`src/rtl/btn_event_pkg.sv`:
```
// Shared types and parameter defaults for the button event block.
// Contents: FSM state encoding, default hold/repeat periods, max helper.
// No ports; imported by button_events.
package btn_event_pkg;

  typedef enum logic [1:0] {
    IDLE    = 2'd0,
    PRESSED = 2'd1,
    LONG    = 2'd2
  } btn_state_t;

  // 1 s hold and 200 ms repeat at a 10 kHz clock
  localparam int HOLD_CYCLES_DEF   = 10000;
  localparam int REPEAT_CYCLES_DEF = 2000;

  function automatic int max_int(input int a, input int b);
    return (a > b) ? a : b;
  endfunction

endpackage

```
`src/rtl/btn_edge_detect.sv`:
```
// Edge detector for a clean, clk-synchronous level.
// Ports: clk, reset_n (async active-low), level in; rise/fall combinational out.
// The previous-level register resets to 1 so a level held high through reset
// produces no rise until it has dropped and risen again.
module btn_edge_detect (
  input  logic clk,
  input  logic reset_n,
  input  logic level,
  output logic rise,
  output logic fall
);

  logic prev_q;

  always_ff @(posedge clk or negedge reset_n) begin
    if (!reset_n) begin
      prev_q <= 1'b1;
    end else begin
      prev_q <= level;
    end
  end

  assign rise = level & ~prev_q;
  assign fall = ~level & prev_q;

endmodule

```
`src/rtl/button_events.sv`:
```
// Turns a debounced button level into one-cycle press/release/long-press/repeat
// pulses plus held/long_active levels; all outputs registered (1 cycle after edge).
// Ports: clk, reset_n (async active-low), btn_level in; pulse and level outputs.
// Optional macro BTN_EVENT_COUNT_EN adds press_count[7:0], a wrapping press counter.
module button_events
  import btn_event_pkg::*;
#(
  parameter int HOLD_CYCLES   = HOLD_CYCLES_DEF,
  parameter int REPEAT_CYCLES = REPEAT_CYCLES_DEF
) (
  input  logic       clk,
  input  logic       reset_n,
  input  logic       btn_level,
  output logic       press_pulse,
  output logic       release_pulse,
  output logic       long_press,
  output logic       repeat_pulse,
  output logic       held,
  output logic       long_active
`ifdef BTN_EVENT_COUNT_EN
  ,
  output logic [7:0] press_count
`endif
);

  localparam int CNT_W = $clog2(max_int(HOLD_CYCLES, REPEAT_CYCLES) + 1);
  localparam logic [CNT_W-1:0] HOLD_LAST   = CNT_W'(HOLD_CYCLES - 1);
  localparam logic [CNT_W-1:0] REPEAT_LAST = CNT_W'(REPEAT_CYCLES - 1);

  btn_state_t       state_q, state_d;
  logic [CNT_W-1:0] cnt_q, cnt_d;
  logic             press_q, press_d;
  logic             release_q, release_d;
  logic             long_q, long_d;
  logic             repeat_q, repeat_d;
  logic             held_q, long_active_q;
  logic             rise, fall;

  btn_edge_detect u_edge (
    .clk     (clk),
    .reset_n (reset_n),
    .level   (btn_level),
    .rise    (rise),
    .fall    (fall)
  );

  // PRESSED/LONG are only entered on a rise and only kept while the level is
  // high, so a low level in those states is always seen as a fall. Checking
  // the release first gives it priority over a coincident threshold.
  always_comb begin
    state_d   = state_q;
    cnt_d     = cnt_q;
    press_d   = 1'b0;
    release_d = 1'b0;
    long_d    = 1'b0;
    repeat_d  = 1'b0;
    unique case (state_q)
      IDLE: begin
        if (rise) begin
          state_d = PRESSED;
          cnt_d   = '0;
          press_d = 1'b1;
        end
      end
      PRESSED: begin
        if (fall) begin
          state_d   = IDLE;
          cnt_d     = '0;
          release_d = 1'b1;
        end else if (cnt_q == HOLD_LAST) begin
          state_d = LONG;
          cnt_d   = '0;
          long_d  = 1'b1;
        end else begin
          cnt_d = cnt_q + CNT_W'(1);
        end
      end
      LONG: begin
        if (fall) begin
          state_d   = IDLE;
          cnt_d     = '0;
          release_d = 1'b1;
        end else if (cnt_q == REPEAT_LAST) begin
          cnt_d    = '0;
          repeat_d = 1'b1;
        end else begin
          cnt_d = cnt_q + CNT_W'(1);
        end
      end
      default: begin
        state_d = IDLE;
        cnt_d   = '0;
      end
    endcase
  end

  always_ff @(posedge clk or negedge reset_n) begin
    if (!reset_n) begin
      state_q       <= IDLE;
      cnt_q         <= '0;
      press_q       <= 1'b0;
      release_q     <= 1'b0;
      long_q        <= 1'b0;
      repeat_q      <= 1'b0;
      held_q        <= 1'b0;
      long_active_q <= 1'b0;
    end else begin
      state_q       <= state_d;
      cnt_q         <= cnt_d;
      press_q       <= press_d;
      release_q     <= release_d;
      long_q        <= long_d;
      repeat_q      <= repeat_d;
      // levels track the state being entered so they line up with the pulses
      held_q        <= (state_d != IDLE);
      long_active_q <= (state_d == LONG);
    end
  end

  assign press_pulse   = press_q;
  assign release_pulse = release_q;
  assign long_press    = long_q;
  assign repeat_pulse  = repeat_q;
  assign held          = held_q;
  assign long_active   = long_active_q;

`ifdef BTN_EVENT_COUNT_EN
  logic [7:0] press_count_q;

  // updates on the same edge that raises press_pulse; wraps naturally at 255
  always_ff @(posedge clk or negedge reset_n) begin
    if (!reset_n) begin
      press_count_q <= 8'd0;
    end else if (press_d) begin
      press_count_q <= press_count_q + 8'd1;
    end
  end

  assign press_count = press_count_q;
`endif

endmodule

```
`config.mk`:
```
export PLATFORM = sky130hd
export DESIGN_NAME = button_events
export DESIGN_NICKNAME = d
export VERILOG_FILES = /design/src/rtl/btn_event_pkg.sv /design/src/rtl/btn_edge_detect.sv /design/src/rtl/button_events.sv
export SDC_FILE = /design/constraint.sdc
export NUM_CORES = 1
export LEC_CHECK = 0
export ABC_AREA = 1
export ABC_CLOCK_PERIOD_IN_PS = 2000
export BUFFER_PORTS_ARGS = -buffer_cell sky130_fd_sc_hd__buf_2
export CAP_MARGIN = 20
export CORE_AREA = 2 2 66 68
export DETAILED_ROUTE_END_ITERATION = 8
export DIE_AREA = 0 0 68 70
export PLACE_DENSITY = 0.46
export SYNTH_ARGS = -nofsm -noshare
export SYNTH_HDL_FRONTEND = slang
export SYNTH_HIERARCHICAL = 1
export SYNTH_SLANG_ARGS = --single-unit
export TNS_END_PERCENT = 20
```
`constraint.sdc`:
```
create_clock -name clk -period 2 [get_ports clk]
set_input_delay 0.1 -clock clk [delete_from_list [all_inputs] [get_ports clk]]
set_output_delay 0.1 -clock clk [all_outputs]
set_load 0.1 [all_outputs]
```
==> results_dict.tcl <==
set metrics [dict create \
    outcome "complete, no violations" \
    detail-route-antenna-nets 0 \
    die_y_um 70 \
    r2r-start "state_q[1]" \
    post_drt_wl_per_cell_um 11.3 \
    final_layout_size_suffix_gt1_share_pct 20.7 \
    ys.flop_type "dfrtp_1" \
    core_region_area_um2 4140 \
    synth_top_area_cell "dfrtp_1" \
    grt_overflow 0 \
    row_count 24 \
    fin_skew_ns 0.00509 \
    synth_area_per_cell_um2 7.88 \
    worst_slew_pin_slew_ns 0.527 \
    setup_viol 0 \
    crit_fanout 10 \
    synth_area_um2 1370 \
    insertion_delay_ns 0.26 \
    synthesis.nets 182 \
    fin_area_um2 1540 \
    arrival_ns 1.76 \
    cts_hold_buf 2 \
    synthToLayoutAreaGrowth_pct 12.6 \
    grt_max_degree 24 \
    firstDrtPassIters 4 \
    worst_ir_drop_vdd_v 0.000215 \
    min_period_ns 1.60 \
    yosys_warnings 6 \
    hold_class "primary input to asynchronous set/reset pin" \
    yosysTopAreaCellShare_pct 40.1 \
    fmax_ghz 0.626 \
    drv_cap 0 \
    period_share_pct 79.9 \
    slew_violations 0 \
    synth_seq_cells 23 \
    power_leakage_nw 0.763 \
    synth_area_leaders "dfrtp_1 (40%), nand2_1 (11%), inv_1 (8.2%)" \
    clock-sinks 23 \
    async_flop_share_pct 100 \
    critPathCaptureType "flop" \
    post_cts.repair.setup_buffers 0 \
    cts_tree "built" \
    hold_viol 0 \
    track_usage_pct 13.3 \
    start_kind "flop" \
    gp_congestion 0.868 \
    htreeDepth 1 \
    clk_path_buf_depth 2 \
    dr_total_vias 1081 \
    placed_cell_area_um2 1480 \
    viasPerCell 4.50 \
    dieArea_um2 4760 \
    fin_nets 197 \
    synth-edff-count 0 \
    fin_util_pct 37.3 \
    tns_ns 0 \
    drt-initial-drc-count 37 \
    cp.required_ns 2.16 \
    dp_hpwl_mm 2.14 \
    clk_pin_slew_worst_paths_ns 0.08 \
    pwr_density_cell_nw_per_um2 840 \
    clockRootBuffer "clkbuf_8" \
    drt-total-wl_mm 2.71 \
    grt_pass1_vias 1049 \
    rsz0062_at_grt "no" \
    yosysSeqAreaShare_pct 42.1 \
    syn_inst 174 \
    port_buffers 8 \
    antenna_found_initial 0 \
    start_util_pct 33.1 \
    cts_resized 0 \
    ios 9 \
    grt_pass1_wl_mm 4.85 \
    cts_buffers 3 \
    num_antenna_cells 0 \
    ys_types 28 \
    drcViolationCount 0 \
    critical_path_class "flop to flop" \
    chipWidth_um 68 \
    max_slew_margin_pct 64.8 \
    cp-startpoint "state_q[1]" \
]
-- Yosys cell counts (all sizes together) (2+ instances only) --
library cell / instances
xnor2: 2
nand4: 2
dfrtp: 22
a21oi: 12
o21ai: 11
xor2: 2
nand3: 10
inv: 32
nor2: 20
ha: 5
nand2: 48
nor3: 2
-- cell families (layout without fill, tap and decap cells) --
kind of cell	Yosys count	count (layout)	synth area share [%]
buf+inv	33	47	9.12
fa+ha+maj	5	5	4.56
xor+xnor	4	4	2.56
compound gates	25	25	11.9
simple gates	84	84	29.8
flops	23	23	42.1
-- cell usage in the layout (no fill, tap or decap), types with 2 or more instances in the layout --
cell type	Yosys	final
nand3_1	9	9
dfrtp_1	22	22
xnor2_1	2	2
inv_2	2	2
o21ai_2	8	8
nand2_1	40	40
nand2_2	5	5
ha_1	5	5
inv_1	30	30
nor2_2	5	5
a21oi_1	11	11
o21ai_0	2	2
nor3_1	2	2
clkbuf_8	0	3
dlygate4sd3_1	0	2
nand4_1	2	2
buf_2	1	8
xor2_1	2	2
nand2_4	2	2
nor2_1	14	14
-- worst paths after layout --
check / slack (ns) / to / depth (start not counted)
setup reg to reg: 0.40 / cnt_q[0] / 8
hold reg to reg: 0.52 / cnt_q[12] / 2
setup / recovery: 0.40 / cnt_q[0] / 8
hold / removal: 0.34 / release_pulse / 2
min in group clk: 0.49 / u_edge/prev_q / 2
max in group asynchronous: 1.30 / u_edge/prev_q / 2
-- metrics by stage --
| step | power, W | hold slack (ns) | worst slack, ns | cells |
|---|---|---|---|---|
| final | 0.00130 | 0.337 | 0.402 | 240 |
| after floorplan | 0.000910 | -0.196 | 0.604 | 174 |
| after detailed placement | 0.00102 | 0.115 | 0.408 | 234 |
| after global placement | 0.00101 | 0.106 | 0.445 | 234 |
| after global routing | 0.00139 | 0.380 | 0.267 | 240 |
| after CTS | 0.00132 | 0.362 | 0.397 | 240 |
-- cell type report --
cell class / count / area, um2
Sequential cell: 23 / 577
Inverter: 32 / 120
Fill cell: 448 / 2600
Clock buffer: 4 / 45.0
Multi-Input combinational cell: 118 / 669
Timing Repair Buffer: 11 / 67.6
Tap cell: 52 / 65.1
-- sequential cells by signal, summed over array words and instances (netlist names) --
register / cells
cnt_q: 14
held: 1
long_active: 1
long_press: 1
press_pulse: 1
release_pulse: 1
repeat_pulse: 1
state_q: 2
u_edge/prev_q: 1
-- critical path: stages, from the launching register on --
cell     delay (ns)
dfrtp_1        0.43
inv_1          0.10
ha_1           0.21
inv_1          0.04
or2_1          0.25
inv_2          0.19
nor2_2         0.11
nand2_8        0.12
o21ai_2        0.05
-- where the power goes --
| part | leakage, nW | internal [W] | total [W] | switching, W |
|---|---|---|---|---|
| sequential | 0.314 | 0.000498 | 0.000523 | 0.0000248 |
| clock | 0.0228 | 0.000142 | 0.000291 | 0.000149 |
| combinational | 0.426 | 0.000120 | 0.000482 | 0.000362 |
| total | 0.763 | 0.000761 | 0.00130 | 0.000536 |
-- metal layers --
| metal | vias up | share of wire [%] | track usage (%) |
|---|---|---|---|
| li1 | 563 | - | - |
| met3 | 4 | 1.9 | 1.93 |
| met1 | 505 | 47 | 17.7 |
| met2 | 9 | 49 | 21.3 |
| met4 | 0 | 1.5 | 5.33 |
| met5 | - | 0 | 0 |
Power figures use the tool's default switching activity.
